$ cat src/rtl/tcu_job_scheduler.sv
// tcu_job_scheduler: round-robin owner of one shared TCU. A granted requester
// streams DEPTH_INPUT operand words in, the TCU computes for COMPUTE_DEPTH+1
// cycles, DEPTH_OUTPUT result words are routed back to the owner, and a
// one-cycle done pulse ends the job.
// Optional build macro TCU_SCHED_TIMEOUT_EN adds a stall watchdog and an err port.
module tcu_job_scheduler #(
  parameter int NUM_REQ       = 4,
  parameter int DATA_W        = 8,
  parameter int DEPTH_INPUT   = 48,
  parameter int COMPUTE_DEPTH = 32,
  parameter int DEPTH_OUTPUT  = 16,
`ifdef TCU_SCHED_TIMEOUT_EN
  parameter int TIMEOUT_CYCLES = 256,
`endif
  localparam int ID_W = (NUM_REQ > 1) ? $clog2(NUM_REQ) : 1
) (
  input  logic                      clk,
  input  logic                      rst,
  input  logic [NUM_REQ-1:0]        req,
  input  logic [NUM_REQ-1:0]        req_valid,
  input  logic [NUM_REQ*DATA_W-1:0] req_data,
  output logic [NUM_REQ-1:0]        grant,
  output logic                      tcu_val_input,
  output logic [DATA_W-1:0]         tcu_data,
  input  logic                      tcu_shift_out,
  input  logic [DATA_W-1:0]         tcu_out_data,
  output logic                      resp_valid,
  output logic [DATA_W-1:0]         resp_data,
  output logic [ID_W-1:0]           resp_id,
  output logic [NUM_REQ-1:0]        done,
`ifdef TCU_SCHED_TIMEOUT_EN
  output logic                      err,
`endif
  output logic                      busy
);

  localparam int IN_W  = $clog2(DEPTH_INPUT + 1);
  localparam int CMP_W = $clog2(COMPUTE_DEPTH + 1);
  localparam int OUT_W = $clog2(DEPTH_OUTPUT + 1);
  localparam logic [IN_W-1:0]  IN_LAST  = IN_W'(DEPTH_INPUT - 1);
  localparam logic [CMP_W-1:0] CMP_LAST = CMP_W'(COMPUTE_DEPTH);
  localparam logic [OUT_W-1:0] OUT_LAST = OUT_W'(DEPTH_OUTPUT - 1);

  typedef enum logic [2:0] {IDLE, LOAD, COMPUTE, DRAIN, DONE} state_t;

  state_t             state_q, state_d;
  logic [NUM_REQ-1:0] grant_q;
  logic [ID_W-1:0]    owner_q;
  logic [ID_W-1:0]    rr_ptr_q;
  logic [IN_W-1:0]    in_cnt_q;
  logic [CMP_W-1:0]   cmp_cnt_q;
  logic [OUT_W-1:0]   out_cnt_q;

  logic               pick_vld;
  logic [ID_W-1:0]    pick_idx;
  logic [ID_W-1:0]    cand;
  logic               owner_valid;
  logic [DATA_W-1:0]  owner_data;
  logic               load_last;
  logic               drain_last;
  logic               timeout_hit;

  assign owner_valid = req_valid[owner_q];
  assign owner_data  = req_data[int'(owner_q)*DATA_W +: DATA_W];
  assign load_last   = (state_q == LOAD) && owner_valid && (in_cnt_q == IN_LAST);
  assign drain_last  = (state_q == DRAIN) && tcu_shift_out && (out_cnt_q == OUT_LAST);
  assign grant       = grant_q;

`ifdef TCU_SCHED_TIMEOUT_EN
  localparam int WD_W = $clog2(TIMEOUT_CYCLES + 1);
  localparam logic [WD_W-1:0] WD_LAST = WD_W'(TIMEOUT_CYCLES - 1);

  logic [WD_W-1:0] wd_cnt_q;
  logic            err_q;
  logic            stall;

  assign stall       = ((state_q == LOAD) && !owner_valid) ||
                       ((state_q == DRAIN) && !tcu_shift_out);
  assign timeout_hit = stall && (wd_cnt_q == WD_LAST);
  assign err         = (state_q == DONE) && err_q;

  // Watchdog: count consecutive stalled cycles; remember a timeout for the DONE cycle.
  always_ff @(posedge clk or negedge rst) begin
    if (!rst) begin
      wd_cnt_q <= '0;
      err_q    <= 1'b0;
    end else begin
      wd_cnt_q <= (stall && !timeout_hit) ? wd_cnt_q + 1'b1 : '0;
      if (timeout_hit)
        err_q <= 1'b1;
      else if (state_q == DONE)
        err_q <= 1'b0;
    end
  end
`else
  assign timeout_hit = 1'b0;
`endif

  // State register.
  // NOTE: clocked state uses non-blocking assignments so every register samples pre-edge values.
  always_ff @(posedge clk or negedge rst) begin
    if (!rst) state_q <= IDLE;
    else      state_q <= state_d;
  end

  // Round-robin pick: scan requesters starting just after the last owner.
  // NOTE: every combinational output gets a default first, so no path can infer a latch.
  always_comb begin
    pick_vld = 1'b0;
    pick_idx = '0;
    cand     = '0;
    for (int k = 1; k <= NUM_REQ; k++) begin
      cand = ID_W'((int'(rr_ptr_q) + k) % NUM_REQ);
      if (!pick_vld && req[cand]) begin
        pick_vld = 1'b1;
        pick_idx = cand;
      end
    end
  end

  // Next-state and owner-routed outputs.
  always_comb begin
    state_d       = state_q;
    tcu_val_input = 1'b0;
    tcu_data      = '0;
    resp_valid    = 1'b0;
    resp_data     = '0;
    resp_id       = '0;
    done          = '0;
    busy          = (state_q != IDLE);
    case (state_q)
      IDLE:    if (pick_vld) state_d = LOAD;
      LOAD: begin
        tcu_val_input = owner_valid;
        tcu_data      = owner_data;
        if (load_last) state_d = COMPUTE;
      end
      COMPUTE: if (cmp_cnt_q == CMP_LAST) state_d = DRAIN;
      DRAIN: begin
        resp_valid = tcu_shift_out;
        resp_data  = tcu_out_data;
        resp_id    = owner_q;
        if (drain_last) state_d = DONE;
      end
      DONE: begin
        done    = grant_q;
        state_d = IDLE;
      end
      default: state_d = IDLE;
    endcase
    if (timeout_hit) state_d = DONE;
  end

  // Grant/owner latch, round-robin pointer and the per-phase counters.
  always_ff @(posedge clk or negedge rst) begin
    if (!rst) begin
      grant_q   <= '0;
      owner_q   <= '0;
      rr_ptr_q  <= ID_W'(NUM_REQ - 1);
      in_cnt_q  <= '0;
      cmp_cnt_q <= '0;
      out_cnt_q <= '0;
    end else begin
      if (state_q == IDLE && pick_vld) begin
        grant_q  <= NUM_REQ'(1) << pick_idx;
        owner_q  <= pick_idx;
        rr_ptr_q <= pick_idx;
      end else if (state_q == DONE) begin
        grant_q <= '0;
      end

      if (state_q == LOAD && (load_last || timeout_hit))
        in_cnt_q <= '0;
      else if (state_q == LOAD && owner_valid)
        in_cnt_q <= in_cnt_q + 1'b1;

      if (state_q == COMPUTE)
        cmp_cnt_q <= (cmp_cnt_q == CMP_LAST) ? '0 : cmp_cnt_q + 1'b1;

      if (state_q == DRAIN && (drain_last || timeout_hit))
        out_cnt_q <= '0;
      else if (state_q == DRAIN && tcu_shift_out)
        out_cnt_q <= out_cnt_q + 1'b1;
    end
  end

endmodule

$ cat config.mk
export PLATFORM = sky130hd
export DESIGN_NAME = tcu_job_scheduler
export DESIGN_NICKNAME = d
export VERILOG_FILES = /design/src/rtl/tcu_job_scheduler.sv
export SDC_FILE = /design/constraint.sdc
export NUM_CORES = 1
export LEC_CHECK = 0
export CORE_MARGIN = 2
export CORE_UTILIZATION = 46
export DETAILED_ROUTE_END_ITERATION = 16
export PLACE_DENSITY_LB_ADDON = 0.15
export SETUP_SLACK_MARGIN = 0.4
export SLEW_MARGIN = 40
export SYNTH_ARGS = -nofsm -noshare
export SYNTH_HDL_FRONTEND = slang
export SYNTH_SLANG_ARGS = --single-unit
export TNS_END_PERCENT = 100
$ cat constraint.sdc
create_clock -name clk -period 5.1 [get_ports clk]
set_clock_uncertainty 0.05 [all_clocks]
set_input_delay 1.53 -clock clk [delete_from_list [all_inputs] [get_ports clk]]
set_output_delay 1.53 -clock clk [all_outputs]
set_load 0.005 [all_outputs]
# Word level (Yosys, flattened, before mapping)

Cells that the tools add are included.

Output and inout bits: 29
Bits of input ports: 51
Register bits after elaboration: 28

$add $sub $neg: 7
Order comparisons: 5
Equality and inequality tests: 11
Mux-type cells: 36
Reductions and logical operators: 19
Shifts and indexed selects: 2

Operators with widths:

| operator              | count |
|---|---|
| $shiftx A32 B6 Y8     | 1 |
| $mux W6               | 3 |
| $mux W8               | 2 |
| $lt A2 B3 Y1 const B  | 5 |
| $add A6 B1 Y6 const B | 2 |
| $eq A6 B6 Y1 const B  | 2 |
| $mux W3               | 4 |
| $mux W4               | 3 |
| $pmux W3 S4           | 1 |
| $mux W1               | 11 |
| $bmux W1 S2           | 5 |
| $logic_and A1 B1 Y1   | 10 |
| $mux W2               | 5 |
| $mux W5               | 2 |
| $ne A2 B2 Y1 const B  | 4 |
| $eq A3 B2 Y1 const B  | 2 |
| $reduce_bool A2 Y1    | 3 |
| $add A5 B1 Y5 const B | 1 |
| $eq A5 B4 Y1 const B  | 1 |
| $add A2 B1 Y2 const B | 2 |
| $add A2 B2 Y2 const B | 2 |
| $reduce_and A4 Y1     | 1 |
| $shl A1 B2 Y4 const A | 1 |
| $eq A3 B1 Y1 const B  | 1 |
| other kinds (4)       | 6 |

# Logic depth before layout (Yosys ltp)

Depth in word-level cells: 15
Mapped depth: 7

# Worst setup path before layout

Ideal clock, no wire load.

Kind: input port to output port
Start point: input req_valid[3]
End point: output tcu_val_input
Data required time: 3.520 ns
Path slack: 1.327 ns
Arrival: 2.193 ns
Stages on the path: 3
Path through: mux4_2 > nand2b_4 > inv_4

Longest elaborated chain between the ends: 3

RTL lines:

| what                          | RTL line | RTL |
|---|---|---|
| from (decl)                   | 20       | `input logic [NUM_REQ-1:0] req_valid,` |
| $bmux W1 S2                   | 63       | `assign owner_valid = req_valid[owner_q];` |
| $mux W1 (not written as such) | 63       |  |
| $mux W1                       | 131      | `case (state_q)` |
| to (decl)                     | 23       | `output logic tcu_val_input,` |

No other way between the ends. The select of a mux whose other input is x is not followed.

# Worst setup path after layout

Same ends and word-level chain as after synthesis.

==> metrics.yaml <==
finish:
  instances_no_fill: 311
  diodes: 0
  areaGrowthSynthToFinish_pct: 48.06
  fin_util_pct: 72.59
  layout-drive-gt1-share_pct: 13.31
  final_nets: 320
sta:
  tightest_slew_ns: 0.5832
  fmax_mhz: 215.2
  max_slew_margin_pct: 61.12
  post-route-period-util_pct: 91.11
  grt_setup_unrepaired: "no"
  tns_ns: 0
  drv_slew: 0
  worst_slack_ns: 0.4534
  setup_viol: 0
  hold_violations: 0
  post-route-min-period_ns: 4.647
logic_synthesis:
  synth_cell_types: 43
  synth.most_common_cell: "dfrtp_1"
  yosys_warnings: 0
  syn_area_um2: 1836
  ys_seq_area_share_pct: 38.31
  async_flop_share_pct: 100.0
  synth_nets: 242
  synth_common_cells: "dfrtp_1, nand2_1, o21ai_0, nand3_1"
  yosys-top-cells-area: "dfrtp_1, mux4_2, and2b_2, nand2_1, and2_1"
  synth_edf_count: 0
  ys.flop_type: "dfrtp_1"
  synth_top_area_share_pct: 35.45
  synth_area_leader_cell: "dfrtp_1"
  synth_area_per_cell_um2: 9.868
  synth_cells: 186
  synth_seq_cells: 28
worst_hold_path:
  hold_class: "reg -> reg"
  min_delay_path_depth: 1
drt:
  routed_via_density: 5.254
  drtAntennaViolNets: 0
  drt_iter0_drc: 68
  drcViolationCount: 0
  dr.pass1.iters: 4
  num_vias: 1634
  wl_um: 4620
  routedWlPerCell_um: 14.86
power_and_ir_drop:
  power_density_nw_per_um2: 397.6
  max-vdd-ir-drop_uv: 253.3
  p_leak_uw: 0.001168
die:
  core_um2: 3744
  die_h_um: 67.17
  initial_utilization_pct: 49.03
  die-area_um2: 4512
  std_cell_rows: 22
  pin_count: 80
  die_x_um: 67.17
worst_setup_path:
  required_ns: 3.52
  endpoint_kind: "output pin"
  cp_max_fo: 7
  regToRegSetupSlack_ns: 2.87
  reg2regPathDepth: 4
  worstSetupPathType: "in -> out"
  worstPathCellList: "clkdlybuf4s50_1, mux4_2, nand2b_4, inv_4, clkdlybuf4s50_1"
  crit_arrival_ns: 3.07
  startpoint_type: "primary input"
  cp_slowest_stage_delay_ns: 0.52
  cpMostUsedCell: "clkdlybuf4s50_1"
  slowest_stage: "mux4_2"
grt:
  grt.total_usage_pct: 20.43
  grt_pass1_vias: 1546
  antenna_found_initial: 0
  grt_overflow: 0
  grt_max_degree: 29
  grt_pass1_wl_um: 7079
cts:
  clock_path_buffers: 2
  clock_latency_ns: 0.27
  cts_root_buf: "clkbuf_8"
  cts_tree: "done"
  cts.sinks: 28
  clk_pin_slew_ns: 0.09
  cts_buffers: 3
  postCtsSetupRepairBufs: 0
  ctsResizeCount: 0
  htree_levels: 1
  ctsHoldBuffers: 0
outcome:
  outcome: "completed"
place:
  post-place-ws_ns: 0.4445
  place_inst: 307
  gp_congestion: 0.8118
  place_hpwl_um: 3678
  io_buffer_count: 79
job:
  maxCapViolCount: 0
==> layout make-up <==
type                            count  area [um2]
Multi-Input combinational cell    140        1057
Fill cell                         289        1026
Timing Repair Buffer               80       798.3
Sequential cell                    28       703.2
Tap cell                           48       60.06
Clock buffer                        4       55.05
Inverter                           11       43.79
==> stage by stage <==
step / instance area [um2] / hold slack (ns) / power, uW
detailed placement: 2663 / 0.4133 / 952.4
floorplan: 1836 / 0.3870 / 740.8
CTS: 2718 / 0.4271 / 1093
global route: 2718 / 0.4555 / 1175
global placement: 2658 / 0.4110 / 935.9
finish: 2718 / 0.4266 / 1081
==> cell families (layout without fill, tap and decap cells) <==
logic type                 count (synthesis)  count (layout)  synth area share [%]
buffers and inverters                     18              95                 4.363
and+or+nand+nor                           88              88                 28.29
xor gates and xnor gates                   3               3                 1.432
adders and majority gates                  5               5                 3.408
muxes                                     14              14                 14.25
AOI/OAI and AO/OA                         30              30                 9.953
DFF                                       28              28                 38.31
==> where the power goes <==
part | internal (uW) | switching (uW)
combinational | 311 | 197
clock | 69.1 | 66.4
sequential | 316 | 121
==> worst paths after layout <==
path | startpoint | to
max | req_valid[3] | tcu_val_input
min | out_cnt_q[3] | out_cnt_q[3]
max reg2reg | owner_q[0] | state_q[0]
min reg2reg | out_cnt_q[3] | out_cnt_q[3]
max in group asynchronous | rst | rr_ptr_q[0]
min in group asynchronous | rst | cmp_cnt_q[3]
==> flip-flops by register name, summed over array words and instances, names as in the netlist <==
name / count
out_cnt_q: 5
in_cnt_q: 6
rr_ptr_q: 2
cmp_cnt_q: 6
grant: 4
owner_q: 2
state_q: 3
==> placed cells by master (no fill, tap or decap), types with 3 or more instances in the layout <==
cell,count
xnor2_1,3
clkdlybuf4s50_1,79
nand3_1,11
clkbuf_8,4
nor3_1,3
o21ai_0,12
ha_1,5
nand2_1,17
nor2_1,7
inv_1,10
dfrtp_1,26
mux4_2,9
or3_1,4
and2b_2,8
o31ai_1,6
and3_1,7
nand2b_1,4
and2_1,10
a21oi_1,4
nand4_1,3
==> worst max-delay path, delay by kind of cell <==
family / cells / cell delay (ns)
buffers and inverters: 3 / 0.87
multiplexers: 1 / 0.52
AND/OR/NAND/NOR: 1 / 0.14
==> layer usage <==
layer / vias up / share of wire (%) / track usage [%]
li1: 818 / - / -
met1: 789 / 44 / 27.27
met2: 25 / 53 / 35.52
met3: 2 / 3.0 / 3.500
met4: 0 / 0.45 / 3.061
met5: - / 0 / 0
No activity file was read; power rests on OpenSTA's default activity.
